<file path="src/rtl/id_ex_stage_if.sv">
`default_nettype none
// ============================================================================
// Module      : id_ex_stage_if
// Description : Bundle of the decode-side offer, the execute-side result and
//               the handshake between them for the ID/EX pipeline register.
//               master : the surrounding pipeline (drives decode fields,
//                        flush and out_ready; observes in_ready and ex_*).
//               slave  : the id_ex_stage register itself.
// Revision    : 1.0 - initial release
// ============================================================================
interface id_ex_stage_if #(
  parameter int XLEN = 64,
  parameter int RD_W = 5
);
  // Decode side
  logic            flush;
  logic            in_valid;
  logic            in_ready;
  logic [XLEN-1:0] rs1_data;
  logic [XLEN-1:0] rs2_data;
  logic [XLEN-1:0] imm;
  logic            alu_src;
  logic [1:0]      alu_op;
  logic [2:0]      funct3;
  logic            funct7_b30;
  logic [RD_W-1:0] rd;
  logic            reg_write;
  logic            mem_read;
  logic            mem_write;
  logic            mem_to_reg;
  logic            branch;
  // Execute side
  logic            out_valid;
  logic            out_ready;
  logic [XLEN-1:0] ex_number_1;
  logic [XLEN-1:0] ex_number_2;
  logic [3:0]      ex_control;
  logic [XLEN-1:0] ex_store_data;
  logic [RD_W-1:0] ex_rd;
  logic            ex_reg_write;
  logic            ex_mem_read;
  logic            ex_mem_write;
  logic            ex_mem_to_reg;
  logic            ex_branch;
  logic            ex_illegal;

  modport master (
    output flush, in_valid, rs1_data, rs2_data, imm, alu_src, alu_op,
           funct3, funct7_b30, rd, reg_write, mem_read, mem_write,
           mem_to_reg, branch, out_ready,
    input  in_ready, out_valid, ex_number_1, ex_number_2, ex_control,
           ex_store_data, ex_rd, ex_reg_write, ex_mem_read, ex_mem_write,
           ex_mem_to_reg, ex_branch, ex_illegal
  );

  modport slave (
    input  flush, in_valid, rs1_data, rs2_data, imm, alu_src, alu_op,
           funct3, funct7_b30, rd, reg_write, mem_read, mem_write,
           mem_to_reg, branch, out_ready,
    output in_ready, out_valid, ex_number_1, ex_number_2, ex_control,
           ex_store_data, ex_rd, ex_reg_write, ex_mem_read, ex_mem_write,
           ex_mem_to_reg, ex_branch, ex_illegal
  );
endinterface
`default_nettype wire

</file>
<file path="src/rtl/id_ex_stage.sv">
`default_nettype none
// ============================================================================
// Module      : id_ex_stage
// Description : ID/EX pipeline register in front of a 64-bit ALU. Captures
//               operands and control bits, selects ALU operand 2, decodes
//               and registers the 4-bit ALU control code. Valid/ready
//               handshake for stalls, synchronous flush for mispredicts.
// Ports       : clk   - rising-edge clock
//               rst_n - asynchronous active-low reset
//               bus   - id_ex_stage_if.slave (decode offer, handshake,
//                       flush, registered ex_* results)
// Revision    : 1.0 - initial release
// ============================================================================
module id_ex_stage #(
  parameter int XLEN = 64,
  parameter int RD_W = 5
) (
  input  wire logic     clk,
  input  wire logic     rst_n,
  id_ex_stage_if.slave  bus
);

  localparam logic [3:0] C_CTRL_AND = 4'b0000;
  localparam logic [3:0] C_CTRL_OR  = 4'b0001;
  localparam logic [3:0] C_CTRL_ADD = 4'b0010;
  localparam logic [3:0] C_CTRL_SUB = 4'b0110;

  logic            r_valid;
  logic [XLEN-1:0] r_number_1;
  logic [XLEN-1:0] r_number_2;
  logic [XLEN-1:0] r_store_data;
  logic [3:0]      r_control;
  logic [RD_W-1:0] r_rd;
  logic            r_reg_write;
  logic            r_mem_read;
  logic            r_mem_write;
  logic            r_mem_to_reg;
  logic            r_branch;
  logic            r_illegal;

  logic            w_in_ready;
  logic            w_accept;
  logic [XLEN-1:0] w_op2;
  logic [3:0]      w_control;
  logic            w_illegal;

  // in_ready looks only at the output side so no in_* -> in_ready loop exists.
  assign w_in_ready = !r_valid || bus.out_ready;
  // A flush kills the offered instruction even though in_ready stays high.
  assign w_accept   = bus.in_valid && w_in_ready && !bus.flush;
  assign w_op2      = bus.alu_src ? bus.imm : bus.rs2_data;

  always_comb begin
    w_control = C_CTRL_ADD;
    w_illegal = 1'b0;
    case (bus.alu_op)
      2'b00: w_control = C_CTRL_ADD;
      2'b01: w_control = C_CTRL_SUB;
      2'b10: begin
        case (bus.funct3)
          3'b000:  w_control = bus.funct7_b30 ? C_CTRL_SUB : C_CTRL_ADD;
          3'b111:  w_control = C_CTRL_AND;
          3'b110:  w_control = C_CTRL_OR;
          default: w_illegal = 1'b1;
        endcase
      end
      default: w_illegal = 1'b1;
    endcase
  end

  // Control bits are cleared whenever the entry leaves without replacement,
  // so a bubble never carries side effects. Operands simply hold.
  always_ff @(posedge clk or negedge rst_n) begin
    if (!rst_n) begin
      r_valid      <= 1'b0;
      r_number_1   <= '0;
      r_number_2   <= '0;
      r_store_data <= '0;
      r_control    <= C_CTRL_ADD;
      r_rd         <= '0;
      r_reg_write  <= 1'b0;
      r_mem_read   <= 1'b0;
      r_mem_write  <= 1'b0;
      r_mem_to_reg <= 1'b0;
      r_branch     <= 1'b0;
      r_illegal    <= 1'b0;
    end else if (bus.flush || (r_valid && bus.out_ready && !w_accept)) begin
      r_valid      <= 1'b0;
      r_reg_write  <= 1'b0;
      r_mem_read   <= 1'b0;
      r_mem_write  <= 1'b0;
      r_mem_to_reg <= 1'b0;
      r_branch     <= 1'b0;
      r_illegal    <= 1'b0;
    end else if (w_accept) begin
      r_valid      <= 1'b1;
      r_number_1   <= bus.rs1_data;
      r_number_2   <= w_op2;
      r_store_data <= bus.rs2_data;
      r_control    <= w_control;
      r_rd         <= bus.rd;
      // An illegal decode must not write anything or redirect control flow.
      r_reg_write  <= bus.reg_write && !w_illegal;
      r_mem_read   <= bus.mem_read  && !w_illegal;
      r_mem_write  <= bus.mem_write && !w_illegal;
      r_branch     <= bus.branch    && !w_illegal;
      r_mem_to_reg <= bus.mem_to_reg;
      r_illegal    <= w_illegal;
    end
  end

  assign bus.in_ready      = w_in_ready;
  assign bus.out_valid     = r_valid;
  assign bus.ex_number_1   = r_number_1;
  assign bus.ex_number_2   = r_number_2;
  assign bus.ex_store_data = r_store_data;
  assign bus.ex_control    = r_control;
  assign bus.ex_rd         = r_rd;
  assign bus.ex_reg_write  = r_reg_write;
  assign bus.ex_mem_read   = r_mem_read;
  assign bus.ex_mem_write  = r_mem_write;
  assign bus.ex_mem_to_reg = r_mem_to_reg;
  assign bus.ex_branch     = r_branch;
  assign bus.ex_illegal    = r_illegal;

endmodule
`default_nettype wire

</file>
<file path="src/flat_wrapper.sv">
// flat-port wrapper written by rule: the top's interface ports become plain ports
module id_ex_stage_flat 
#(
  parameter int XLEN = 64,
  parameter int RD_W = 5
)
  (clk, rst_n, bus_flush, bus_in_valid, bus_rs1_data, bus_rs2_data, bus_imm, bus_alu_src, bus_alu_op, bus_funct3, bus_funct7_b30, bus_rd, bus_reg_write, bus_mem_read, bus_mem_write, bus_mem_to_reg, bus_branch, bus_out_ready, bus_in_ready, bus_out_valid, bus_ex_number_1, bus_ex_number_2, bus_ex_control, bus_ex_store_data, bus_ex_rd, bus_ex_reg_write, bus_ex_mem_read, bus_ex_mem_write, bus_ex_mem_to_reg, bus_ex_branch, bus_ex_illegal);
  id_ex_stage_if #(.XLEN(XLEN), .RD_W(RD_W)) bus_i ();
  input  wire logic clk;
  input  wire logic rst_n;
  input wire logic [$bits(bus_i.flush)-1:0] bus_flush;
  input wire logic [$bits(bus_i.in_valid)-1:0] bus_in_valid;
  input wire logic [$bits(bus_i.rs1_data)-1:0] bus_rs1_data;
  input wire logic [$bits(bus_i.rs2_data)-1:0] bus_rs2_data;
  input wire logic [$bits(bus_i.imm)-1:0] bus_imm;
  input wire logic [$bits(bus_i.alu_src)-1:0] bus_alu_src;
  input wire logic [$bits(bus_i.alu_op)-1:0] bus_alu_op;
  input wire logic [$bits(bus_i.funct3)-1:0] bus_funct3;
  input wire logic [$bits(bus_i.funct7_b30)-1:0] bus_funct7_b30;
  input wire logic [$bits(bus_i.rd)-1:0] bus_rd;
  input wire logic [$bits(bus_i.reg_write)-1:0] bus_reg_write;
  input wire logic [$bits(bus_i.mem_read)-1:0] bus_mem_read;
  input wire logic [$bits(bus_i.mem_write)-1:0] bus_mem_write;
  input wire logic [$bits(bus_i.mem_to_reg)-1:0] bus_mem_to_reg;
  input wire logic [$bits(bus_i.branch)-1:0] bus_branch;
  input wire logic [$bits(bus_i.out_ready)-1:0] bus_out_ready;
  output wire logic [$bits(bus_i.in_ready)-1:0] bus_in_ready;
  output wire logic [$bits(bus_i.out_valid)-1:0] bus_out_valid;
  output wire logic [$bits(bus_i.ex_number_1)-1:0] bus_ex_number_1;
  output wire logic [$bits(bus_i.ex_number_2)-1:0] bus_ex_number_2;
  output wire logic [$bits(bus_i.ex_control)-1:0] bus_ex_control;
  output wire logic [$bits(bus_i.ex_store_data)-1:0] bus_ex_store_data;
  output wire logic [$bits(bus_i.ex_rd)-1:0] bus_ex_rd;
  output wire logic [$bits(bus_i.ex_reg_write)-1:0] bus_ex_reg_write;
  output wire logic [$bits(bus_i.ex_mem_read)-1:0] bus_ex_mem_read;
  output wire logic [$bits(bus_i.ex_mem_write)-1:0] bus_ex_mem_write;
  output wire logic [$bits(bus_i.ex_mem_to_reg)-1:0] bus_ex_mem_to_reg;
  output wire logic [$bits(bus_i.ex_branch)-1:0] bus_ex_branch;
  output wire logic [$bits(bus_i.ex_illegal)-1:0] bus_ex_illegal;
  assign bus_i.flush = bus_flush;
  assign bus_i.in_valid = bus_in_valid;
  assign bus_i.rs1_data = bus_rs1_data;
  assign bus_i.rs2_data = bus_rs2_data;
  assign bus_i.imm = bus_imm;
  assign bus_i.alu_src = bus_alu_src;
  assign bus_i.alu_op = bus_alu_op;
  assign bus_i.funct3 = bus_funct3;
  assign bus_i.funct7_b30 = bus_funct7_b30;
  assign bus_i.rd = bus_rd;
  assign bus_i.reg_write = bus_reg_write;
  assign bus_i.mem_read = bus_mem_read;
  assign bus_i.mem_write = bus_mem_write;
  assign bus_i.mem_to_reg = bus_mem_to_reg;
  assign bus_i.branch = bus_branch;
  assign bus_i.out_ready = bus_out_ready;
  assign bus_in_ready = bus_i.in_ready;
  assign bus_out_valid = bus_i.out_valid;
  assign bus_ex_number_1 = bus_i.ex_number_1;
  assign bus_ex_number_2 = bus_i.ex_number_2;
  assign bus_ex_control = bus_i.ex_control;
  assign bus_ex_store_data = bus_i.ex_store_data;
  assign bus_ex_rd = bus_i.ex_rd;
  assign bus_ex_reg_write = bus_i.ex_reg_write;
  assign bus_ex_mem_read = bus_i.ex_mem_read;
  assign bus_ex_mem_write = bus_i.ex_mem_write;
  assign bus_ex_mem_to_reg = bus_i.ex_mem_to_reg;
  assign bus_ex_branch = bus_i.ex_branch;
  assign bus_ex_illegal = bus_i.ex_illegal;
  id_ex_stage #(.XLEN(XLEN), .RD_W(RD_W)) u_core (.clk(clk), .rst_n(rst_n), .bus(bus_i));
endmodule
</file>
<file path="config.mk">
export PLATFORM = sky130hd
export DESIGN_NAME = id_ex_stage_flat
export DESIGN_NICKNAME = d
export VERILOG_FILES = /design/src/rtl/id_ex_stage_if.sv /design/src/rtl/id_ex_stage.sv /design/src/flat_wrapper.sv
export SDC_FILE = /design/constraint.sdc
export NUM_CORES = 1
export LEC_CHECK = 0
export CAP_MARGIN = 20
export CORE_AREA = 2 2 163 165
export CTS_BUF_LIST = sky130_fd_sc_hd__clkbuf_4 sky130_fd_sc_hd__clkbuf_8
export CTS_CLUSTER_DIAMETER = 50
export DETAILED_ROUTE_END_ITERATION = 6
export DIE_AREA = 0 0 165 167
export GPL_ROUTABILITY_DRIVEN = 0
export MAX_ROUTING_LAYER = met4
export PLACE_DENSITY = 0.76
export REMOVE_ABC_BUFFERS = 1
export SLEW_MARGIN = 20
export SYNTH_ARGS = -nofsm -noshare
export SYNTH_HDL_FRONTEND = slang
export SYNTH_SLANG_ARGS = --single-unit
</file>
<file path="constraint.sdc">
create_clock -name clk -period 4.1 [get_ports clk]
set_input_delay 0.41 -clock clk [delete_from_list [all_inputs] [get_ports clk]]
set_output_delay 0.41 -clock clk [all_outputs]
set_load 0.05 [all_outputs]
</file>
# --- Word level (Yosys, flattened, before mapping) ---
# Index checks and enable logic that the tools add are counted.
# Widths: inputs -> output; s select.
word_totals:
  out_inout_bits: 209
  in_bits: 214
  ff_bits: 208
  wordCells: 57
classes:
  reduce_logical: 20
  muxes: 20
  n_eq_ne: 4
  bitwise: 1
ops:
  columns: ["op", "count"]
  rows:
  - ["$mux 64", 1]
  - ["$mux 1", 15]
  - ["$pmux 4 s3", 1]
  - ["$logic_and 1x1->1", 8]
  - ["$pmux 4 s2", 1]
  - ["$eq 3x3->1 const B", 2]
  - ["$logic_not 1->1", 4]
  - ["$logic_not 3->1", 1]
  - ["$mux 3", 1]
  - ["$reduce_or 3->1", 1]
  - ["$eq 2x1->1 const B", 1]
  - ["$eq 2x2->1 const B", 1]
  - ["$logic_not 2->1", 1]
  - ["$logic_or 1x1->1", 2]
  - ["$pmux 1 s2", 1]
  - ["$reduce_and 2->1", 1]
  - ["$reduce_bool 2->1", 1]
  - ["$reduce_or 2->1", 1]
  - ["$not 1->1", 1]

# --- Depth between registers and ports, before layout ---
# Gate-level depths: netlist of run 1.
depth:
  depth_word: 9
  mapped_depth: 7
  depth_no_buf: 5

# --- Worst setup path after synthesis of run 1 ---
# No wires, ideal clock.
synth_path:
  path_kind: "register -> register"
  start: "register u_core.r_valid (netlist: u_core.bus.out_valid)"
  end: "register u_core.r_store_data[60] (netlist: u_core.bus.ex_store_data[60])"
  setup_time_ns: 0.125
  synth_period_minus_slack_ns: 1.970
  t_arrival_ns: 1.845
  path_buffers: 3
  slack_ns: 2.130
  path_stages_with_launch: 8
  t_required_ns: 3.975
  path_cell_list: "dfrtp_1 nor2b_4 inv_2 nand2b_4 buf_6 buf_6 buf_6 mux2_4"
synth_between:
  elab_chain_len: 9
  elab_cells_between_ends: 10
  classes_between: "bitwise: 1; reduce/logical: 9"
synth_rtl:
  columns: ["element", "line_no", "source"]
  rows:
  - ["start: declaration", "id_ex_stage.sv:28", "logic r_valid;"]
  - ["start signal: assignment", "id_ex_stage.sv:75", "r_valid <= 1'b0;"]
  - ["start signal: assignment", "id_ex_stage.sv:88", "r_valid <= 1'b0;"]
  - ["start signal: assignment", "id_ex_stage.sv:96", "r_valid <= 1'b1;"]
  - ["$logic_not 1->1 (*)", "id_ex_stage.sv:48", "assign w_in_ready = !r_valid || bus.out_ready;"]
  - ["$logic_or 1x1->1 (*)", "id_ex_stage.sv:48", null]
  - ["via bus_in_ready", "flat_wrapper.sv:27", "output wire logic [$bits(bus_i.in_ready)-1:0] bus_in_ready;"]
  - ["$logic_and 1x1->1 (*) (2 in series)", "id_ex_stage.sv:50", "assign w_accept = bus.in_valid && w_in_ready && !bus.flush;"]
  - ["$logic_not 1->1", "id_ex_stage.sv:87", "end else if (bus.flush || (r_valid && bus.out_ready && !w_accept)) begin"]
  - ["$logic_and 1x1->1", "id_ex_stage.sv:87", null]
  - ["$logic_or 1x1->1", "id_ex_stage.sv:87", null]
  - ["$not 1->1 (no line)", null, null]
  - ["$reduce_and 2->1 (no line) (*)", null, null]
  - ["end signal: assignment", "id_ex_stage.sv:99", "r_store_data <= bus.rs2_data;"]
  - ["end: declaration", "id_ex_stage.sv:31", "logic [XLEN-1:0] r_store_data;"]
# Mark *: on every way through the listed nets, which the timed path passes. The rest lies on a longest branch.
# A chain may end at the register's enable or synchronous reset.

# --- Worst setup path in the final report of run 1 ---
layout_path:
  start: "register u_core.r_valid (netlist: u_core.bus.out_valid)"
  end: "output bus_in_ready"
layout_between:
  elab_chain_len: 2
layout_rtl:
  columns: ["element", "line_no"]
  rows:
  - ["$logic_not 1->1", "id_ex_stage.sv:48"]
  - ["$logic_or 1x1->1", "id_ex_stage.sv:48"]
  - ["end: declaration", "flat_wrapper.sv:27"]
# Every way passes these cells.

==> reports/metrics.yaml, run 1 <==
run_status:
  outcome: "finished clean"
global_routing:
  grt.total_usage_pct: 19.2
  initial_antenna_violation_count: 1
  top_usage_layer: "met2"
  first_pass_grt_wire_length_um: 39900
  gr-usage-met3_pct: 7.70
  use_met2_pct: 31.7
  vias_in_the_first_global_route: 7275
  globalRouteOverflowTotal: 0
  maximum_number_of_pins_on_one_net_before_global_route_repair: 116
  gr-usage-met1_pct: 21.1
route:
  drt_first_pass_iters: 4
  dr_total_vias: 6678
  route.detailed.drc: 0
  postRouteWirelength_um: 26500
  routed_wire_length_per_instance_um: 19.0
  detailedRoute.firstIterationViolations: 340
  detail_route.vias_per_cell: 4.79
  remaining_antenna_violation_count: 0
floorplanning:
  core-area_mm2: 0.0258
  start_util_pct: 33.0
  floorplan.io_pins: 423
  rows: 59
  die_outline_area_mm2: 0.0276
  horizontal_die_dimension_um: 165
  die-height_um: 167
setup_path:
  critPathMaxStageDelay_ns: 0.80
  setup.worst_path.end_class: "primary output"
  worst_reg_to_reg_path_cell_count: 4
  worstSetupEndpoint: "bus_in_ready"
  r2r-end: "u_core.bus.ex_number_1[19]$_DFFE_PN0P_"
  crit_fanout: 6
  worst-path-buf-inv: 2
  worstSetupPathDepth: 3
  critical_path_arrival_ns: 1.95
  reg2reg_setup_slack_ns: 2.17
  critical_path.startpoint: "u_core.bus.out_valid$_DFFE_PN0P_"
  timing.critical_path.from_type: "flip-flop"
  criticalPathCategory: "flip-flop to primary output"
  path_cells: "nor2b_4, inv_2, clkdlybuf4s50_1"
  worst_r2r_startpoint: "u_core.bus.out_valid$_DFFE_PN0P_"
  cp_top_family: "buffers and inverters"
  critPathSlowestCell: "clkdlybuf4s50_1"
  cp.required_ns: 3.69
sta:
  finalWorstSetupSlack_ns: 1.74
  period_needed_ns: 2.36
  worst_clock_skew_on_the_final_layout_ns: 0.00743
  rsz0062_at_grt: "no"
  setup_viol: 0
  fin_tns_setup_ns: 0
  tightest_slew_ns: 1.06
  maxSlewViolCount: 0
  slew_headroom_pct: 29.6
  final.period_utilization_pct: 57.6
  timing.final.hold_violations: 0
  fmaxAchievable_mhz: 424
final_layout:
  mostFrequentLayoutCell: "clkdlybuf4s50_1"
  layout.cells.most_common_list: "clkdlybuf4s50_1, dfrtp_1, o21ai_0, mux2_2, mux2i_1"
  num-nets-final: 1252
  area_growth_syn_to_layout_pct: 61.5
  proportion_of_layout_cells_with_a_drive_suffix_above_1_pct: 20.2
clocking:
  number_of_h_tree_branching_levels: 2
  clockBufferDepth: 3
  clock-sinks: 207
  clk-insertion-delay-late_ns: 0.50
  ctsRootBufferMaster: "clkbuf_8"
  cts_buffers: 37
  worst_setup_hold_path_clk_slew_ns: 0.06
  cts_resized: 0
  cts_tree: "done"
  ctsHoldBuffers: 0
  cts_post_setup_buffers_inserted: 0
job:
  maxCapViolations: 0
yosys:
  synth.yosys.seq_area_share_pct: 60.9
  postSynthCellCount: 611
  synth_warn: 0
  postSynthAreaPerCell_um2: 13.9
  mappedNetlistArea_mm2: 0.00850
  ys_ff_latch: 207
  synth.distinct_cells: 31
place:
  dpl.hpwl_um: 18700
  pre_cts_slack_ns: 1.66
  numPortBuffers: 421
power:
  p_leak_uw: 0.00576
  peakVddDrop_mv: 0.364
  power-per-cell-area_mw_per_mm2: 523
worst_hold_path:
  worst_hold_path_type: "primary input to asynchronous set/reset pin"
-- report_power, final --
group / total [uW] / leakage (uW) / internal (uW) / switching [uW]
Combinational: 2660 / 0.00287 / 993 / 1670
Sequential: 2550 / 0.00249 / 2380 / 171
Clock: 1960 / 0.000393 / 1140 / 817
Total: 7180 / 0.00576 / 4520 / 2660
-- worst register-to-register path: stages (launching register included) --
cell	delay, ns
dfrtp_1	0.39
nor2b_4	0.16
nor2_4	0.46
buf_12	0.39
mux2_2	0.41
-- worst min-delay path by stage --
stage	from	to	cells past startpoint
after global placement	u_core.bus.ex_illegal$_DFFE_PN0P_	u_core.bus.ex_illegal$_DFFE_PN0P_	1
after CTS	rst_n	u_core.bus.ex_number_1[61]$_DFFE_PN0P_	1
after detailed placement	u_core.bus.ex_reg_write$_DFFE_PN0P_	u_core.bus.ex_reg_write$_DFFE_PN0P_	1
final	rst_n	u_core.bus.ex_number_1[61]$_DFFE_PN0P_	1
after global routing	rst_n	u_core.bus.ex_number_1[51]$_DFFE_PN0P_	1
after floorplan	rst_n	u_core.bus.ex_branch$_DFFE_PN0P_	0
-- Yosys cell counts --
cell type,instances,area [um2]
dfrtp_1,206,5150
nand2b_4,2,27.5
a21oi_1,1,5.00
o21ai_0,131,656
or2_2,1,6.26
a21bo_2,1,10.0
clkbuf_1,19,71.3
nand4_1,1,6.26
nor2_2,1,6.26
mux2i_1,64,641
buf_2,11,55.1
inv_2,1,3.75
ha_1,3,37.5
o32a_1,1,10.0
nor2b_1,1,6.26
a22o_1,1,8.76
o31ai_1,1,7.51
buf_4,6,45.0
buf_6,8,90.1
dfstp_2,1,26.3
mux2_4,3,45.0
a32o_1,4,40.0
nand3b_1,1,7.51
o2bb2ai_1,1,8.76
conb_1,1,3.75
nor2b_4,1,13.8
nor2_1,3,11.3
inv_1,3,11.3
nor3_1,1,5.00
mux2_2,131,1480
a31oi_1,1,6.26
-- cell type report --
cell class                 instances  area (um2)
inverter                           4        15.0
antenna                            1        2.50
clock buffer                      58         704
tap                              335         419
timing repair buffer             429        4310
clock inverter                     3        45.0
sequential                       207        5180
fill                            2243       12000
multi-input combinational        356        3050
-- kinds of logic after synthesis --
logic type | share of synthesized area, %
flip-flops | 60.9
multiplexers | 25.4
AO/OA/AOI/OAI | 8.84
buffers and inverters | 3.25
AND/OR/NAND/NOR | 1.06
adder cells (fa/ha/maj) | 0.442
other | 0.0441
-- per-stage QoR --
step | cells | power, uW | util, % | cell area, um2 | hold WS (ns)
finish | 1393 | 7180 | 53.3 | 13700 | 0.0147
global route | 1393 | 7500 | 53.3 | 13700 | 0.0610
CTS | 1392 | 7270 | 53.3 | 13700 | 0.0379
detailed placement | 1331 | 5260 | 50.4 | 13000 | 0.481
global placement | 1331 | 5220 | 50.4 | 13000 | 0.473
floorplan | 567 | 4130 | - | 8240 | 0.114
-- per-layer routing --
metal | vias up | routed length [um]
li1 | 3040 | -
met1 | 3279 | 10100
met2 | 324 | 13100
met3 | 35 | 2840
met4 | 0 | 466
met5 | - | 0
(Power assumes the default switching activity.)
==> run 2, diff against run 1 <==
--- a/config.mk
+++ b/config.mk
@@ -6,14 +6,14 @@
 export NUM_CORES = 1
 export LEC_CHECK = 0
 export CAP_MARGIN = 20
-export CORE_AREA = 2 2 163 165
+export CORE_AREA = 2 2 164 166
 export CTS_BUF_LIST = sky130_fd_sc_hd__clkbuf_4 sky130_fd_sc_hd__clkbuf_8
 export CTS_CLUSTER_DIAMETER = 50
 export DETAILED_ROUTE_END_ITERATION = 6
-export DIE_AREA = 0 0 165 167
+export DIE_AREA = 0 0 166 168
 export GPL_ROUTABILITY_DRIVEN = 0
 export MAX_ROUTING_LAYER = met4
-export PLACE_DENSITY = 0.76
+export PLACE_DENSITY = 0.75
 export REMOVE_ABC_BUFFERS = 1
 export SLEW_MARGIN = 20
 export SYNTH_ARGS = -nofsm -noshare
==> constraint.sdc (replaced) <==
create_clock -name clk -period 2.3 [get_ports clk]
set_input_delay 0.23 -clock clk [delete_from_list [all_inputs] [get_ports clk]]
set_output_delay 0.23 -clock clk [all_outputs]
set_load 0.05 [all_outputs]
==> run 2 against run 1 <==
Cell count up 1.2%. Register-to-register slack got worse by 1.5 ns. Clock power increased by 74%. Sequential share of layout area fell by 0.39 points. Sequential power increased by 78%. Critical path depth down 2. Clock skew grew 0.011 ns. Worst setup slack worse by 1.5 ns. Largest power group unchanged.
==> reports/metrics.yaml, run 2 (same netlist as run 1, synthesis figures left out) <==
job:
  maxCapViolations: 0
worst_hold_path:
  worst_hold_path_type: "primary input to asynchronous set/reset pin"
final_layout:
  num-nets-final: 1264
  finalNonFillerCells: 1410
  multi_input_area_mm2: 0.00305
  mostFrequentLayoutCell: "clkdlybuf4s50_1"
  area_growth_syn_to_layout_pct: 63.2
  layout.cells.most_common_list: "clkdlybuf4s50_1, dfrtp_1, o21ai_0, mux2_2, mux2i_1"
  finalCoreUtilization_pct: 52.6
  filler_cell_count: 2228
  regArea_mm2: 0.00518
  proportion_of_layout_cells_with_a_drive_suffix_above_1_pct: 20.8
setup_path:
  crit_fanout: 2
  critPathSlowestCell: "clkdlybuf4s50_1"
  worst_reg_to_reg_path_cell_count: 5
  worstSetupPathDepth: 1
  critical_path.startpoint: "u_core.bus.ex_control[1]$_DFFE_PN1P_"
  r2r-end: "u_core.bus.ex_store_data[32]$_DFFE_PN0P_"
  critical_path_arrival_ns: 1.83
  worst_r2r_startpoint: "u_core.bus.out_valid$_DFFE_PN0P_"
  reg2reg_setup_slack_ns: 0.71
  criticalPathCategory: "flip-flop to primary output"
  critPathMaxStageDelay_ns: 0.79
  worstSetupEndpoint: "bus_ex_control[1]"
  cp.required_ns: 2.07
  cp_top_family: "buffers and inverters"
  setup.worst_path.end_class: "primary output"
  timing.critical_path.from_type: "flip-flop"
  worst-path-buf-inv: 1
  path_cells: "clkdlybuf4s50_1"
floorplanning:
  core-area_mm2: 0.0264
  die-height_um: 168
  horizontal_die_dimension_um: 166
  start_util_pct: 32.3
  floorplan.io_pins: 423
  rows: 60
  die_outline_area_mm2: 0.0279
route:
  route.detailed.drc: 0
  postRouteWirelength_um: 26700
  drt_first_pass_iters: 4
  detail_route.vias_per_cell: 4.80
  remaining_antenna_violation_count: 0
  detailedRoute.firstIterationViolations: 370
  dr_total_vias: 6768
  routed_wire_length_per_instance_um: 19.0
global_routing:
  vias_in_the_first_global_route: 7286
  globalRouteOverflowTotal: 0
  first_pass_grt_wire_length_um: 41200
  initial_antenna_violation_count: 4
  maximum_number_of_pins_on_one_net_before_global_route_repair: 70
  grt.total_usage_pct: 19.2
sta:
  timing.final.hold_violations: 0
  fmaxAchievable_mhz: 487
  final.period_utilization_pct: 89.4
  tightest_slew_ns: 0.719
  rsz0062_at_grt: "no"
  period_needed_ns: 2.06
  setup_viol: 0
  maxSlewViolCount: 0
  slew_headroom_pct: 52.0
  worst_clock_skew_on_the_final_layout_ns: 0.0187
clocking:
  cts_buffers: 36
  ctsRootBufferMaster: "clkbuf_8"
  clockBufferDepth: 3
  cts_tree: "done"
  clock-sinks: 207
  worst_setup_hold_path_clk_slew_ns: 0.06
  clk-insertion-delay-late_ns: 0.51
  number_of_h_tree_branching_levels: 2
run_status:
  outcome: "finished clean"
power:
  peakVddDrop_mv: 0.563
  power-per-cell-area_mw_per_mm2: 918
  p_leak_uw: 0.00583
place:
  dpl.hpwl_um: 19600
  numPortBuffers: 421
  placed_cells_incl_taps: 1349
[run 2: routing by layer]
metal	up-vias	GRT usage, %	share of wire [%]
met3	47	7.36	10
met1	3319	22.2	39
met2	330	30.9	48
met4	0	6.39	2.4
met5	-	-	0
li1	3072	-	-
[run 2: per-stage QoR]
step           total power [uW]  TNS, ns  hold WS [ns]  area [um2]  setup slack, ns
2_1_floorplan              7370  -169.49       -0.0656        8240            -1.14
3_3_place_gp               9360        0         0.294       13100            0.466
3_5_place_dp               9410        0         0.292       13100            0.426
4_1_cts                   12900        0         0.289       13900            0.199
5_1_grt                   13300        0         0.305       13900            0.188
6_report                  12700        0         0.305       13900            0.245
[run 2: layout make-up]
cell class                      count  area share (%)
Clock inverter                      2           0.280
Timing Repair Buffer              442            32.2
Tap cell                          341            3.08
Sequential cell                   207            37.3
Multi-Input combinational cell    356            22.0
Inverter                            4           0.108
Antenna cell                        3          0.0541
Clock buffer                       55            4.92
[run 2: power by group]
group          internal, uW  switching, uW  total [uW]
Clock                  1980           1430        3410
Combinational          1790           2990        4780
Sequential             4240            304        4550
[run 2: repair_timing]
| item | in CTS | in global routing |
|---|---|---|
| setup buffers | 0 | 0 |
| hold buffers | 1 | 0 |
| resized for setup | 0 | 0 |
| hold endpoints to repair | 62 | 0 |
[run 2: how the worst min path moves through the flow]
| stage | slack (ns) | end | start | cells after the start |
|---|---|---|---|---|
| floorplan | -0.07 | u_core.bus.ex_branch$_DFFE_PN0P_ | rst_n | 0 |
| global placement | 0.29 | u_core.bus.ex_number_1[49]$_DFFE_PN0P_ | rst_n | 1 |
| detailed placement | 0.29 | u_core.bus.ex_number_1[44]$_DFFE_PN0P_ | rst_n | 1 |
| CTS | 0.29 | u_core.bus.out_valid$_DFFE_PN0P_ | bus_flush | 2 |
| global route | 0.31 | u_core.bus.ex_number_1[50]$_DFFE_PN0P_ | bus_rs1_data[50] | 2 |
| finish | 0.30 | u_core.bus.ex_number_1[44]$_DFFE_PN0P_ | rst_n | 2 |
==> run 3, diff against run 2 <==
--- a/config.mk
+++ b/config.mk
@@ -5,12 +5,13 @@
 export SDC_FILE = /design/constraint.sdc
 export NUM_CORES = 1
 export LEC_CHECK = 0
+export ABC_AREA = 1
 export CAP_MARGIN = 20
-export CORE_AREA = 2 2 164 166
+export CORE_AREA = 2 2 166 168
 export CTS_BUF_LIST = sky130_fd_sc_hd__clkbuf_4 sky130_fd_sc_hd__clkbuf_8
 export CTS_CLUSTER_DIAMETER = 50
 export DETAILED_ROUTE_END_ITERATION = 6
-export DIE_AREA = 0 0 166 168
+export DIE_AREA = 0 0 168 170
 export GPL_ROUTABILITY_DRIVEN = 0
 export MAX_ROUTING_LAYER = met4
 export PLACE_DENSITY = 0.75
==> run 3 against run 2 <==
Critical path depth is the same. Sequential share of layout area down 0.66 points. Clock power up 12%. Highest routed layer unchanged. Largest power group is now sequential cells.
==> reports/metrics.yaml, run 3 <==
run_status:
  outcome: "finished clean"
yosys:
  yosys.cell_count.top_type: "nand2_1"
  synth.yosys.seq_area_share_pct: 59.4
  synth_area_leaders: "dfrtp_1, nand2_1, o21ai_0"
  mappedNetlistArea_mm2: 0.00872
  synth-edff-count: 0
  post-synth-top-area-fraction_pct: 59.1
  postSynthCellCount: 1054
  synthDominantAreaCellType: "dfrtp_1"
  ys_async_sr_fraction_pct: 100
  ys_top_cells_by_count: "nand2_1, dfrtp_1, o21ai_0, inv_1, o21ai_1"
  postSynthAreaPerCell_um2: 8.27
  synth_ff_type: "dfrtp_1"
  synth.distinct_cells: 22
  synth_warn: 0
  ys_ff_latch: 207
place:
  placed_cells_incl_taps: 1775
  pre_cts_slack_ns: 0.480
  dpl.hpwl_um: 19500
  numPortBuffers: 421
clocking:
  clock-sinks: 207
  cts_buffers: 38
  clockBufferDepth: 3
  cts_post_setup_buffers_inserted: 0
  ctsRootBufferMaster: "clkbuf_8"
  worst_setup_hold_path_clk_slew_ns: 0.06
  cts_tree: "done"
  number_of_h_tree_branching_levels: 2
  clk-insertion-delay-late_ns: 0.52
setup_path:
  r2r-end: "u_core.bus.ex_store_data[25]$_DFFE_PN0P_"
  cp.required_ns: 2.07
  timing.critical_path.from_type: "flip-flop"
  worstSetupEndpoint: "bus_ex_control[1]"
  crit_fanout: 2
  setup.worst_path.end_class: "primary output"
  worst_r2r_startpoint: "u_core.bus.out_valid$_DFFE_PN0P_"
  worst-path-buf-inv: 1
  critical_path_arrival_ns: 1.85
  criticalPathCategory: "flip-flop to primary output"
  worstSetupPathDepth: 1
  path_cells: "clkdlybuf4s50_1"
  cp_top_family: "buffers and inverters"
  critPathSlowestCell: "clkdlybuf4s50_1"
  worst_reg_to_reg_path_cell_count: 6
  reg2reg_setup_slack_ns: 0.79
  critical_path.startpoint: "u_core.bus.ex_control[1]$_DFFE_PN1P_"
  critPathMaxStageDelay_ns: 0.82
global_routing:
  use_met2_pct: 29.8
  top_usage_layer: "met2"
  initial_antenna_violation_count: 0
  globalRouteOverflowTotal: 0
  gr-usage-met1_pct: 23.0
  grt.total_usage_pct: 19.1
  gr-usage-met3_pct: 5.58
  vias_in_the_first_global_route: 8194
  first_pass_grt_wire_length_um: 42700
  maximum_number_of_pins_on_one_net_before_global_route_repair: 110
route:
  route.detailed.drc: 0
  postRouteWirelength_um: 27200
  routed_wire_length_per_instance_um: 14.8
  detail_route.vias_per_cell: 4.47
  remaining_antenna_violation_count: 0
  detailedRoute.firstIterationViolations: 443
  drt_first_pass_iters: 5
  dr_total_vias: 8230
floorplanning:
  horizontal_die_dimension_um: 168
  die_outline_area_mm2: 0.0286
  floorplan.io_pins: 423
  rows: 60
  core-area_mm2: 0.0267
  die-height_um: 170
  start_util_pct: 32.7
sta:
  fin_worst_hold_slack_ns: 0.0972
  worst_clock_skew_on_the_final_layout_ns: 0.0170
  period_needed_ns: 2.08
  fin_tns_setup_ns: 0
  finalWorstSetupSlack_ns: 0.220
  maxSlewViolCount: 0
  timing.final.hold_violations: 0
  fmaxAchievable_mhz: 481
  rsz0062_at_grt: "no"
  final.period_utilization_pct: 90.4
  tightest_slew_ns: 0.605
  setup_viol: 0
  slew_headroom_pct: 59.5
final_layout:
  finalCoreUtilization_pct: 53.0
  layout.cells.most_common_list: "nand2_1, clkdlybuf4s50_1, dfrtp_1"
  antenna_cells_inserted: 0
  proportion_of_layout_cells_with_a_drive_suffix_above_1_pct: 6.26
  mostFrequentLayoutCell: "nand2_1"
  num-nets-final: 1692
  finalNonFillerCells: 1842
  area_growth_syn_to_layout_pct: 62.0
worst_hold_path:
  startpoint_of_the_lowest_slack_hold_path: "bus_alu_src"
  worst_hold_path_type: "primary input to flip-flop"
  hold_path_depth: 4
power:
  power-per-cell-area_mw_per_mm2: 894
  peakVddDrop_mv: 0.634
  p_leak_uw: 0.00694
job:
  maxCapViolations: 0
run 3: cell count changes in the layout (fill, tap and decap cells not counted), moves of 4 or more:
cell      change
nand3_1      +10
nor2_1        +7
buf_4         -4
inv_1        +71
mux2i_1      -64
clkbuf_8      +5
o21ai_0      -47
nand2_1     +553
mux2_2      -131
a32o_1        -4
o21ai_1      +44
run 3: timing repair:
| action | CTS | global route |
|---|---|---|
| hold endpoints to repair | 62 | 0 |
| setup endpoints to repair | 0 | 0 |
| hold buffers | 1 | 0 |
| resized for setup | 0 | 0 |
run 3: worst min path at each step:
| stage | endpoint | slack [ns] |
|---|---|---|
| after CTS | u_core.bus.ex_number_2[23]$_DFFE_PN0P_ | 0.06 |
| after global routing | u_core.bus.ex_number_2[23]$_DFFE_PN0P_ | 0.1 |
| after detailed placement | u_core.bus.ex_store_data[12]$_DFFE_PN0P_ | 0.30 |
| after global placement | u_core.bus.ex_number_2[7]$_DFFE_PN0P_ | 0.30 |
| after floorplan | u_core.bus.ex_branch$_DFFE_PN0P_ | -0.07 |
| final | u_core.bus.ex_number_2[23]$_DFFE_PN0P_ | 0.1 |
run 3: layout make-up:
| cell class | instances | area, um2 |
|---|---|---|
| clock buffer | 61 | 758 |
| clock inverter | 5 | 81.3 |
| fill | 2431 | 12500 |
| inverter | 77 | 292 |
| multi-input combinational | 711 | 2900 |
| sequential | 207 | 5180 |
| tap | 341 | 427 |
| timing repair buffer | 440 | 4480 |
run 3: power breakdown:
group | internal, uW | total [uW] | switching, uW
logic | 1500 | 4330 | 2830
clock network | 2310 | 3830 | 1520
registers | 4180 | 4470 | 294
total | 7990 | 12600 | 4640
run 3: through the flow:
stage	total power, uW	cell area [um2]
floorplan	7000	8360
global placement	8830	13300
detailed placement	8880	13300
CTS	12800	14100
global route	13200	14100
finish	12600	14100
run 3: metal layers:
layer	vias up	wire length (um)
li1	4057	-
met5	-	0
met1	3731	11300
met4	0	1210
met3	81	2210
met2	361	12500
run 3: cells by family (layout without fill, tap and decap cells):
family,after synthesis,count (layout),share of synthesized area (%)
compound gates,130,130,7.49
fa+ha+maj,3,3,0.431
buf+inv,136,583,7.39
flops,207,207,59.4
other cells,1,1,0.0430
simple gates,577,577,25.2
